==> src/rtl/uart_alu_sequencer.sv <==
// Sequencer between the UART receiver/transmitter and the combinational ALU:
// collects A, B and opcode bytes, executes one operation and transmits the result.
module uart_alu_sequencer #(
  parameter int DATA_WIDTH = 8,
  parameter int OP_WIDTH   = 6,
  parameter int TIMEOUT    = 1000000
) (
  input  logic                  clk,
  input  logic                  reset,
  input  logic [DATA_WIDTH-1:0] i_rx_data,
  input  logic                  i_rx_done,
  input  logic [DATA_WIDTH-1:0] i_alu_result,
  input  logic                  i_tx_done,
  output logic [DATA_WIDTH-1:0] o_alu_a,
  output logic [DATA_WIDTH-1:0] o_alu_b,
  output logic [OP_WIDTH-1:0]   o_alu_op,
  output logic                  o_tx_start,
  output logic [DATA_WIDTH-1:0] o_tx_data,
  output logic                  o_busy,
  output logic                  o_error
);

  localparam int CNT_W = (TIMEOUT > 2) ? $clog2(TIMEOUT) : 1;
  localparam logic [CNT_W-1:0] CNT_LAST = CNT_W'(TIMEOUT - 1);
  localparam int N_OPS = 8;
  localparam logic [OP_WIDTH-1:0] VALID_OPS [N_OPS] = '{
    OP_WIDTH'(6'b100000), OP_WIDTH'(6'b100010), OP_WIDTH'(6'b100100),
    OP_WIDTH'(6'b100101), OP_WIDTH'(6'b100110), OP_WIDTH'(6'b100111),
    OP_WIDTH'(6'b000011), OP_WIDTH'(6'b000010)
  };

  typedef enum logic [2:0] {WAIT_A, WAIT_B, WAIT_OP, EXEC, WAIT_TX} state_t;

  state_t                state_q, state_d;
  logic [CNT_W-1:0]      cnt_q, cnt_d;
  logic [DATA_WIDTH-1:0] alu_a_q, alu_a_d;
  logic [DATA_WIDTH-1:0] alu_b_q, alu_b_d;
  logic [OP_WIDTH-1:0]   alu_op_q, alu_op_d;
  logic                  tx_start_q, tx_start_d;
  logic [DATA_WIDTH-1:0] tx_data_q, tx_data_d;
  logic                  busy_q, busy_d;
  logic                  error_q, error_d;

  logic [N_OPS-1:0]      op_hit;
  logic                  op_valid;
  logic                  expired;

  // Opcode byte is accepted only if its low bits match a supported
  // operation and every bit above the opcode field is zero.
  for (genvar gi = 0; gi < N_OPS; gi++) begin : g_op_match
    assign op_hit[gi] = (i_rx_data[OP_WIDTH-1:0] == VALID_OPS[gi]);
  end
  assign op_valid = (op_hit != '0) && ((i_rx_data >> OP_WIDTH) == '0);
  assign expired  = (cnt_q == CNT_LAST);

  always_comb begin
    state_d    = state_q;
    alu_a_d    = alu_a_q;
    alu_b_d    = alu_b_q;
    alu_op_d   = alu_op_q;
    tx_data_d  = tx_data_q;
    error_d    = error_q;
    tx_start_d = 1'b0;
    case (state_q)
      WAIT_A: begin
        if (i_rx_done) begin
          alu_a_d = i_rx_data;
          error_d = 1'b0;
          state_d = WAIT_B;
        end
      end
      WAIT_B: begin
        if (i_rx_done) begin
          alu_b_d = i_rx_data;
          state_d = WAIT_OP;
        end else if (expired) begin
          error_d = 1'b1;
          state_d = WAIT_A;
        end
      end
      WAIT_OP: begin
        if (i_rx_done) begin
          if (op_valid) begin
            alu_op_d = i_rx_data[OP_WIDTH-1:0];
            state_d  = EXEC;
          end else begin
            error_d = 1'b1;
            state_d = WAIT_A;
          end
        end else if (expired) begin
          error_d = 1'b1;
          state_d = WAIT_A;
        end
      end
      EXEC: begin
        tx_data_d  = i_alu_result;
        tx_start_d = 1'b1;
        state_d    = WAIT_TX;
      end
      WAIT_TX: begin
        // Received bytes are dropped here; only the transmitter matters.
        if (i_tx_done) begin
          state_d = WAIT_A;
        end else if (expired) begin
          error_d = 1'b1;
          state_d = WAIT_A;
        end
      end
      default: state_d = WAIT_A;
    endcase

    if (state_d != state_q) begin
      cnt_d = '0;
    end else if (state_q inside {WAIT_B, WAIT_OP, WAIT_TX}) begin
      cnt_d = cnt_q + 1'b1;
    end else begin
      cnt_d = '0;
    end
    busy_d = (state_d != WAIT_A);
  end

  always_ff @(posedge clk or negedge reset) begin
    if (!reset) begin
      state_q    <= WAIT_A;
      cnt_q      <= '0;
      alu_a_q    <= '0;
      alu_b_q    <= '0;
      alu_op_q   <= '0;
      tx_start_q <= 1'b0;
      tx_data_q  <= '0;
      busy_q     <= 1'b0;
      error_q    <= 1'b0;
    end else begin
      state_q    <= state_d;
      cnt_q      <= cnt_d;
      alu_a_q    <= alu_a_d;
      alu_b_q    <= alu_b_d;
      alu_op_q   <= alu_op_d;
      tx_start_q <= tx_start_d;
      tx_data_q  <= tx_data_d;
      busy_q     <= busy_d;
      error_q    <= error_d;
    end
  end

  assign o_alu_a    = alu_a_q;
  assign o_alu_b    = alu_b_q;
  assign o_alu_op   = alu_op_q;
  assign o_tx_start = tx_start_q;
  assign o_tx_data  = tx_data_q;
  assign o_busy     = busy_q;
  assign o_error    = error_q;

endmodule

==> config.mk <==
export PLATFORM = sky130hd
export DESIGN_NAME = uart_alu_sequencer
export DESIGN_NICKNAME = d
export VERILOG_FILES = /design/src/rtl/uart_alu_sequencer.sv
export SDC_FILE = /design/constraint.sdc
export NUM_CORES = 1
export LEC_CHECK = 0
export ABC_CLOCK_PERIOD_IN_PS = 2440
export CORE_ASPECT_RATIO = 0.9
export CORE_MARGIN = 2
export CORE_UTILIZATION = 39
export DETAILED_ROUTE_END_ITERATION = 8
export PLACE_DENSITY = 0.7
export SYNTH_ARGS = -nofsm -noshare
export SYNTH_HDL_FRONTEND = slang
export SYNTH_SLANG_ARGS = --single-unit
==> constraint.sdc <==
create_clock -name clk -period 2.44 [get_ports clk]
set_clock_uncertainty 0.05 [all_clocks]
set_input_delay 0.488 -clock clk [delete_from_list [all_inputs] [get_ports clk]]
set_output_delay 0.488 -clock clk [all_outputs]
set_load 0.05 [all_outputs]
==> reports/metrics.cfg, run 1 <==
[drt]
vias = 1799
drtIter0Drc = 116
avgViaCountPerCell = 4.96
drt-total-wl_um = 5000
post_drt_wl_per_cell_um = 13.8
first_pass_iters = 4
drcViolationCount = 0
antenna_left = 0

[worst_setup_path]
critPathCaptureType = flip-flop
cp.arrival_ns = 2.38
crit_type = flip-flop to flip-flop
worstPathMaxFanout = 5
reg2reg_slack_ns = 0.20
crit_required_ns = 2.57
startpoint_type = flip-flop

[clock_network]
clk_pin_slew_ns = 0.09
ctsHtreeMaxLevel = 2
cts_root_buffer = clkbuf_8
cts_made_buffers = 5
cts-resized-gates = 0
clock_path_buffers = 2
cts.hold.buffers_added = 1
cts.sinks = 56
post-cts-setup-buffers = 0
clock_latency_ns = 0.30
cts_tree = yes

[synth]
synth_edf_count = 0
ys_ff_latch = 56
syn_area_per_cell_um2 = 11.9
yosys.cell_count.top_type = dfrtp_1
synth_fa_ha_area_share_pct = 0.499
ys_seq_area_share_pct = 55.9
synth_compound_area_share_pct = 4.19
ys_types = 41
async_reset_ff_share_pct = 100
syn_area_um2 = 2510
synth_top_cell_by_area = dfrtp_1
synth_ff_type = dfrtp_1
synth_simple_gate_area_share_pct = 18.4
yosys_warnings = 0
synth_xor_area_share_pct = 6.29
synthMuxAreaShare_pct = 12.6
synth_top_family_by_area = simple AND/OR/NAND/NOR gates
postSynthCellCount = 210
syn_nets = 231
netlist.area_leader.share_pct = 55.9
yosys-top-cells-area = dfrtp_1 56%, mux2_2 13%, nor3_1 4.4%
yosys-top-cells-count = 56 x dfrtp_1, 28 x mux2_2, 22 x nor3_1, 11 x xnor2_1, 9 x nand3_1

[final_layout]
synthToLayoutAreaGrowth_pct = 34.1
final_area_um2 = 3360
antenna_cells = 0
drive_gt1_share_pct = 20.7
final_util_pct = 54.4
num-nets-final = 296
n_fill_cell = 536

[timing]
period_minus_slack_ns = 2.24
max_freq_mhz = 446
finalHoldViolCount = 0
finalMaxSlewViolations = 0
worstMarginPinSlew_ns = 0.743
setup_violations = 0
fin_crit_sh_pct = 91.9
relSlewSlack_pct = 50.3
rsz0062_at_grt = no

[global_route]
grt_usage_pct = 15.1
grt_max_degree = 33
antenna_found_initial = 0
grt_pass1_wl_um = 8290
grt_pass1_vias = 1730
gr-total-overflow = 0

[die]
die_x_um = 88.5
fp.dieH_um = 80.1
start_util_pct = 40.5
placeableCoreArea_um2 = 6180
fp-row-count = 27
ios = 53
dieArea_um2 = 7080

[placement]
gp_congestion = 0.830
placed_area_um2 = 3230
numPortBuffers = 52
hpwlAfterDp_um = 3630

[power_and_ir_drop]
leakage_nw = 1.39
ir_drop_v = 0.000897
power_density_nw_per_um2 = 1230

[run]
cap_violations = 0

[hold_path]
hold_path_class = flip-flop to flip-flop

[run_status]
status = finished, final reports clean

-- final timing paths --
check                      cells after the start            to          from
max reg2reg                                    5        o_busy      cnt_q[8]
max                                            5        o_busy      cnt_q[8]
max in group asynchronous                      3     cnt_q[11]         reset
min                                            1  o_tx_data[2]  o_tx_data[2]
min in group asynchronous                      2   o_alu_op[1]         reset
min reg2reg                                    1  o_tx_data[2]  o_tx_data[2]
-- per-stage QoR --
step	power, mW	worst slack (ns)	instances	hold slack [ns]	TNS (ns)
3_5_place_dp	3.50	-0.0716	354	0.280	-1.42
6_report	4.12	0.198	363	0.460	0
3_3_place_gp	3.48	-0.00509	354	0.277	-0.0685
4_1_cts	4.16	0.204	363	0.465	0
2_1_floorplan	2.77	0.342	210	0.142	0
5_1_grt	4.32	0.0231	363	0.476	0
-- metal layers --
metal	vias to the layer above	routed length, µm	global-route usage, %
li1	876	-	-
met5	-	0	0
met2	41	2170	21.7
met3	5	268	4.32
met1	877	2520	22.1
met4	0	43	4.09
-- flip-flops by register name (all words and copies together), names as in the netlist --
signal,cells
o_error,1
o_alu_b,8
cnt_q,20
state_q,3
o_tx_data,8
o_tx_start,1
o_busy,1
o_alu_op,6
o_alu_a,8
-- power breakdown --
part | switching, mW | total [mW] | leakage [nW] | internal (mW)
sequential | 0.171 | 1.37 | 0.722 | 1.20
combinational | 1.30 | 2.10 | 0.605 | 0.804
clock | 0.290 | 0.652 | 0.0645 | 0.362
total | 1.76 | 4.12 | 1.39 | 2.36
-- critical path: stages (launching register included) --
cell and delay (ns):
dfrtp_1 0.42, or4_4 0.55, nor2_4 0.13, nand4_4 0.14, a211o_1 0.33, or4b_1 0.50
-- logic make-up after synthesis --
family / after synthesis
flip-flops: 56
buffers and inverters: 14
XOR/XNOR: 18
AND/OR/NAND/NOR: 79
adder cells (fa/ha/maj): 1
multiplexers: 28
AO/OA/AOI/OAI: 14
-- area by class of cell --
class                      count  area (µm²)  area share, %
timing repair buffer          67         656           19.5
clock buffer                   7        96.3           2.87
sequential                    56        1400           41.7
tap                           87         109           3.24
inverter                       5        18.8          0.558
clock inverter                 1        30.0          0.893
multi-input combinational    140        1050           31.3
-- cell usage in the layout (no fill, tap or decap), types with 2 or more instances in the layout --
cell type | netlist | layout
a21oi_1 | 3 | 3
and3_1 | 2 | 2
buf_12 | 0 | 2
buf_4 | 0 | 12
clkbuf_8 | 0 | 7
clkdlybuf4s50_1 | 0 | 51
dfrtp_1 | 56 | 56
inv_1 | 5 | 5
mux2_2 | 28 | 28
nand2_1 | 8 | 8
nand2b_1 | 3 | 3
nand3_1 | 9 | 9
nand3b_1 | 2 | 2
nand4_1 | 2 | 2
nor2_1 | 8 | 8
nor2b_1 | 5 | 5
nor3_1 | 22 | 22
nor3b_1 | 2 | 2
nor4_1 | 5 | 5
or3_1 | 2 | 2
xnor2_1 | 11 | 11
xor2_1 | 7 | 7
Note: power is estimated with default switching activity, not from simulation.
==> run 2, diff against run 1 <==
ABC_AREA = 0   (was default)
MAX_ROUTING_LAYER = met4   (was default)
==> run 2 against run 1 <==
- critical path depth unchanged
- flip-flop and latch count unchanged
- final cell count unchanged
- core utilization unchanged
- final area unchanged
- largest cell class unchanged
- combinational power about the same
- clock-buffer cell count unchanged
==> reports/metrics.cfg, run 2 (synthesized netlist as in run 1, its figures left out) <==
[timing]
relSlewSlack_pct = 50.2  ; -0.057 points
worstMarginPinSlew_ns = 0.744  ; +0.000858 ns
finalHoldViolCount = 0  ; unchanged
rsz0062_at_grt = no
finalMaxSlewViolations = 0  ; unchanged
period_minus_slack_ns = 2.24  ; +0.000263 ns
fin_crit_sh_pct = 91.9  ; about the same
hold_ws_ns = 0.460  ; -0.0000140 ns
max_freq_mhz = 446  ; about the same
setup_violations = 0  ; unchanged

[global_route]
grt_usage_pct = 15.5  ; +0.43 points
grt_pass1_wl_um = 8300  ; about the same
antenna_found_initial = 0  ; unchanged
grt_max_degree = 33  ; unchanged
gr-total-overflow = 0  ; unchanged
grt_pass1_vias = 1728  ; -0.12%

[die]
ios = 53  ; unchanged
placeableCoreArea_um2 = 6180  ; unchanged
dieArea_um2 = 7080  ; unchanged
die_x_um = 88.5  ; unchanged
fp.dieH_um = 80.1  ; unchanged
fp-row-count = 27  ; unchanged
start_util_pct = 40.5  ; unchanged

[power_and_ir_drop]
leakage_nw = 1.39  ; unchanged
clkPwrFrac_pct = 15.8  ; about the same
power_frac_seq_pct = 33.2  ; about the same
p_switching_mw = 1.76  ; about the same
sw_frac_of_total_pct = 42.7  ; about the same
combinationalPowerShare_pct = 51.0  ; about the same
power_mw = 4.12  ; about the same
power_density_nw_per_um2 = 1230  ; about the same
internal_power_mw = 2.36  ; about the same
ir_drop_v = 0.000897  ; about the same

[run]
cap_violations = 0  ; unchanged

[drt]
post_drt_wl_per_cell_um = 13.8  ; +0.24%
antenna_left = 0  ; unchanged
drcViolationCount = 0  ; unchanged
avgViaCountPerCell = 4.95  ; -0.17%
vias = 1796  ; -0.17%
drt-total-wl_um = 5020  ; +0.24%
drtIter0Drc = 129  ; +11%
first_pass_iters = 4  ; unchanged

[clock_network]
post-cts-setup-buffers = 0  ; unchanged
cts.hold.buffers_added = 1  ; unchanged
clock_latency_ns = 0.30  ; about the same
clk_pin_slew_ns = 0.09  ; about the same
cts-resized-gates = 0  ; unchanged
ctsHtreeMaxLevel = 2  ; unchanged
clock_path_buffers = 2  ; unchanged
cts.sinks = 56  ; unchanged
cts_made_buffers = 5  ; unchanged
cts_tree = yes
cts_root_buffer = clkbuf_8

[placement]
numPortBuffers = 52  ; unchanged
gp_congestion = 0.843  ; +1.5%
hpwlAfterDp_um = 3630  ; unchanged

[final_layout]
antenna_cells = 0  ; unchanged
most-common-layout-cells = 56 x dfrtp_1, 51 x clkdlybuf4s50_1, 28 x mux2_2
mostFrequentLayoutCell = dfrtp_1
largest_register_ffs = 20  ; unchanged
synthToLayoutAreaGrowth_pct = 34.1  ; unchanged
num-nets-final = 296  ; unchanged
drive_gt1_share_pct = 20.7  ; unchanged
n_fill_cell = 536  ; unchanged
final_util_pct = 54.4  ; unchanged
largest_register = cnt_q

[worst_setup_path]
crit_required_ns = 2.57  ; about the same
worstPathMaxFanout = 5  ; unchanged
crit_type = flip-flop to flip-flop
critPathCaptureType = flip-flop
startpoint_type = flip-flop
cp.arrival_ns = 2.38  ; about the same

[hold_path]
hold_path_class = flip-flop to flip-flop

[run_status]
status = finished, final reports clean

-- run 2: metal layers --
layer / vias to the layer above / global-route usage [%] / wire length [µm]
met5: - / - / 0
met4: 0 / 4.09 / 46
met3: 5 / 3.91 / 240
met2: 37 / 21.7 / 2170
met1: 879 / 22.4 / 2560
li1: 875 / - / -
-- run 2: critical path: stages (launching register included) --
cell and delay (ns):
dfrtp_1 0.42, or4_4 0.55, nor2_4 0.13, nand4_4 0.14, a211o_1 0.33, or4b_1 0.50
-- run 2: worst paths after layout --
check | slack, ns | end | cells past startpoint | from
worst max register to register | 0.20 | o_busy | 5 | cnt_q[8]
max in group asynchronous | 1.37 | cnt_q[11] | 3 | reset
worst min register to register | 0.46 | o_tx_data[2] | 1 | o_tx_data[2]
worst min-delay path | 0.46 | o_tx_data[2] | 1 | o_tx_data[2]
worst max-delay path | 0.20 | o_busy | 5 | cnt_q[8]
min in group asynchronous | 0.49 | o_alu_op[1] | 2 | reset
-- run 2: layout make-up --
class | count | area (µm²) | share of cell area [%]
Sequential cell | 56 | 1400 | 41.7
Inverter | 5 | 18.8 | 0.558
Clock buffer | 7 | 96.3 | 2.87
Timing Repair Buffer | 67 | 656 | 19.5
Tap cell | 87 | 109 | 3.24
Clock inverter | 1 | 30.0 | 0.893
Multi-Input combinational cell | 140 | 1050 | 31.3
-- run 2: power by group through the flow --
stage          combinational, mW  clock [mW]  sequential, mW
5_1_grt                     2.21       0.705            1.41
3_5_place_dp                2.11           0            1.38
3_3_place_gp                2.10           0            1.39
4_1_cts                     2.12       0.673            1.37
6_report                    2.10       0.650            1.37
2_1_floorplan              0.593           0            2.17
-- run 2: through the flow --
step / std cells / cell area [µm²] / setup slack (ns) / setup TNS, ns
floorplan: 210 / 2510 / 0.342 / 0
global placement: 354 / 3230 / -0.00509 / -0.0685
detailed placement: 354 / 3230 / -0.0716 / -1.42
CTS: 363 / 3360 / 0.204 / 0
global route: 363 / 3360 / 0.0231 / 0
finish: 363 / 3360 / 0.198 / 0
==> run 3, diff against run 2 <==
GPL_TIMING_DRIVEN = 0   (was default)
==> run 3 against run 2 <==
- first-iteration DRC count shrank 34%
- critical path depth increased by 2
- non-clock buffer count shrank 3
- sequential power fell by 4%
- global-route usage increased by 0.51 points
- final area is 2.9% lower
- sequential share of layout area increased by 1.2 points
- hold slack lost 0.27 ns
- combinational power rose by 2%
- register-to-register slack improved by 0.02 ns
- total power is 5.3% lower
- routed wire length is 0.34% lower
- critical endpoint unchanged
- largest power group unchanged
==> reports/metrics.cfg, run 3 (synthesized netlist as in run 1, its figures left out) <==
[final_layout]
fin_cells = 357  ; -1.7%
most-common-layout-cells = 56 x dfrtp_1, 51 x clkdlybuf4s50_1, 28 x mux2_2
final_area_um2 = 3270  ; -2.9%
largest_register_ffs = 20  ; unchanged
num-nets-final = 293  ; -1.0%
synthToLayoutAreaGrowth_pct = 30.3
largest_register = cnt_q
mostFrequentLayoutCell = dfrtp_1
drive_gt1_share_pct = 18.1  ; -2.5 points
antenna_cells = 0  ; unchanged

[timing]
worstMarginPinSlew_ns = 0.786  ; +0.0423 ns
finalSetupTns_ns = 0  ; unchanged
max_freq_mhz = 423  ; -5.2%
setup_violations = 0  ; unchanged
finalMaxSlewViolations = 0  ; unchanged
finalHoldViolCount = 0  ; unchanged
hold_ws_ns = 0.190  ; -0.270 ns
period_minus_slack_ns = 2.36  ; +0.122 ns
fin_crit_sh_pct = 96.9  ; +5.0 points
rsz0062_at_grt = no
relSlewSlack_pct = 47.4  ; -2.8 points

[drt]
drcViolationCount = 0  ; unchanged
first_pass_iters = 4  ; unchanged
vias = 1785  ; -0.61%
post_drt_wl_per_cell_um = 14.0  ; +1.3%
drtIter0Drc = 85  ; -34%
drt-total-wl_um = 5000  ; -0.34%
antenna_left = 0  ; unchanged
avgViaCountPerCell = 5.00  ; +1.1%

[run_status]
status = finished, final reports clean

[power_and_ir_drop]
leakage_nw = 1.33  ; -4.3%
power_density_nw_per_um2 = 1190  ; -2.5%
ir_drop_v = 0.000789  ; -12%
power_mw = 3.90  ; -5.3%

[die]
die_x_um = 88.5  ; unchanged
dieArea_um2 = 7080  ; unchanged
start_util_pct = 40.5  ; unchanged
placeableCoreArea_um2 = 6180  ; unchanged
fp.dieH_um = 80.1  ; unchanged
ios = 53  ; unchanged
fp-row-count = 27  ; unchanged

[placement]
placed_area_um2 = 3150  ; -2.3%
gp_congestion = 0.787  ; -6.6%
numPortBuffers = 52  ; unchanged
dp_cells = 350  ; -1.1%
hpwlAfterDp_um = 3520  ; -3.1%

[clock_network]
cts.sinks = 56  ; unchanged
cts_tree = yes
clock_path_buffers = 2  ; unchanged
clock_latency_ns = 0.30  ; about the same
cts_made_buffers = 5  ; unchanged
ctsHtreeMaxLevel = 2  ; unchanged
cts_root_buffer = clkbuf_8
cts.hold.buffers_added = 0  ; -1
clk_pin_slew_ns = 0.09  ; about the same

[worst_setup_path]
critical-path-top-delay-family = buffers and inverters
critPathCaptureType = flip-flop
reg2regPathDepth = 5  ; unchanged
r2r-end = o_busy
r2r-start = cnt_q[8]
crit_path_top_delay_cell = clkdlybuf4s50_1
cpPeakStageDelay_ns = 0.56  ; about the same
worstPathMaxFanout = 5  ; unchanged
cp_cell_sequence = clkdlybuf4s50_1, nor2b_1, o211ai_1, nor2_4, buf_4, a211o_1, or4b_1
crit_buf_inv = 2  ; +2
reg2reg_slack_ns = 0.22  ; +0.02 ns
crit_required_ns = 2.56  ; about the same
crit_type = input pin to flip-flop
startpoint_type = input pin
cp.arrival_ns = 2.48  ; +0.10 ns

[global_route]
grt_max_degree = 33  ; unchanged
grt_pass1_wl_um = 8670  ; +4.5%
grt_usage_pct = 16.0  ; +0.51 points
antenna_found_initial = 0  ; unchanged
grt_pass1_vias = 1764  ; +2.1%
gr-total-overflow = 0  ; unchanged

[run]
cap_violations = 0  ; unchanged

[hold_path]
hold_path_class = input pin to async pin

-- run 3: worst max path at each step --
stage / start / to / slack (ns) / depth (start not counted)
floorplan: cnt_q[8] / o_busy / 0.34 / 5
global placement: reset / cnt_q[5] / -0.89 / 1
detailed placement: i_rx_data[3] / cnt_q[13] / -0.59 / 7
CTS: i_rx_data[3] / cnt_q[13] / 0.11 / 7
global route: i_rx_data[2] / o_busy / 0.01 / 7
finish: i_rx_data[2] / o_busy / 0.08 / 7
-- run 3: layout make-up --
cell class,instances,area (µm²)
Fill cell,532,2920
Sequential cell,56,1400
Multi-Input combinational cell,140,1080
Timing Repair Buffer,55,551
Tap cell,87,109
Clock buffer,5,68.8
Buffer,9,40.0
Inverter,5,18.8
-- run 3: metal layers --
layer / vias to the layer above / GRT usage [%] / part of all wire, %
met5: - / - / 0
met4: 0 / 4.24 / 0.60
met3: 2 / 4.52 / 4.8
met2: 36 / 23.2 / 45
met1: 875 / 22.2 / 49
li1: 872 / - / -
-- run 3: stage by stage --
stage | setup slack [ns] | utilization (%)
CTS | 0.109 | 52.3
global route | 0.0107 | 52.8
floorplan | 0.342 | -
global placement | -0.890 | 50.7
finish | 0.0758 | 52.8
detailed placement | -0.587 | 51.0
-- run 3: power by group --
group          switching, mW  internal (mW)  leakage, nW  total [mW]
sequential             0.121           1.20        0.722        1.32
clock                  0.263          0.186       0.0359       0.449
combinational           1.36          0.774        0.573        2.14
-- run 3: timing repair --
item / 4_1_cts / 5_1_grt
resized for setup: 4 / 6
hold endpoints to repair: 0 / 0
pin swaps: 0 / 1
setup buffers: 0 / 2
setup endpoints to repair: 20 / 24
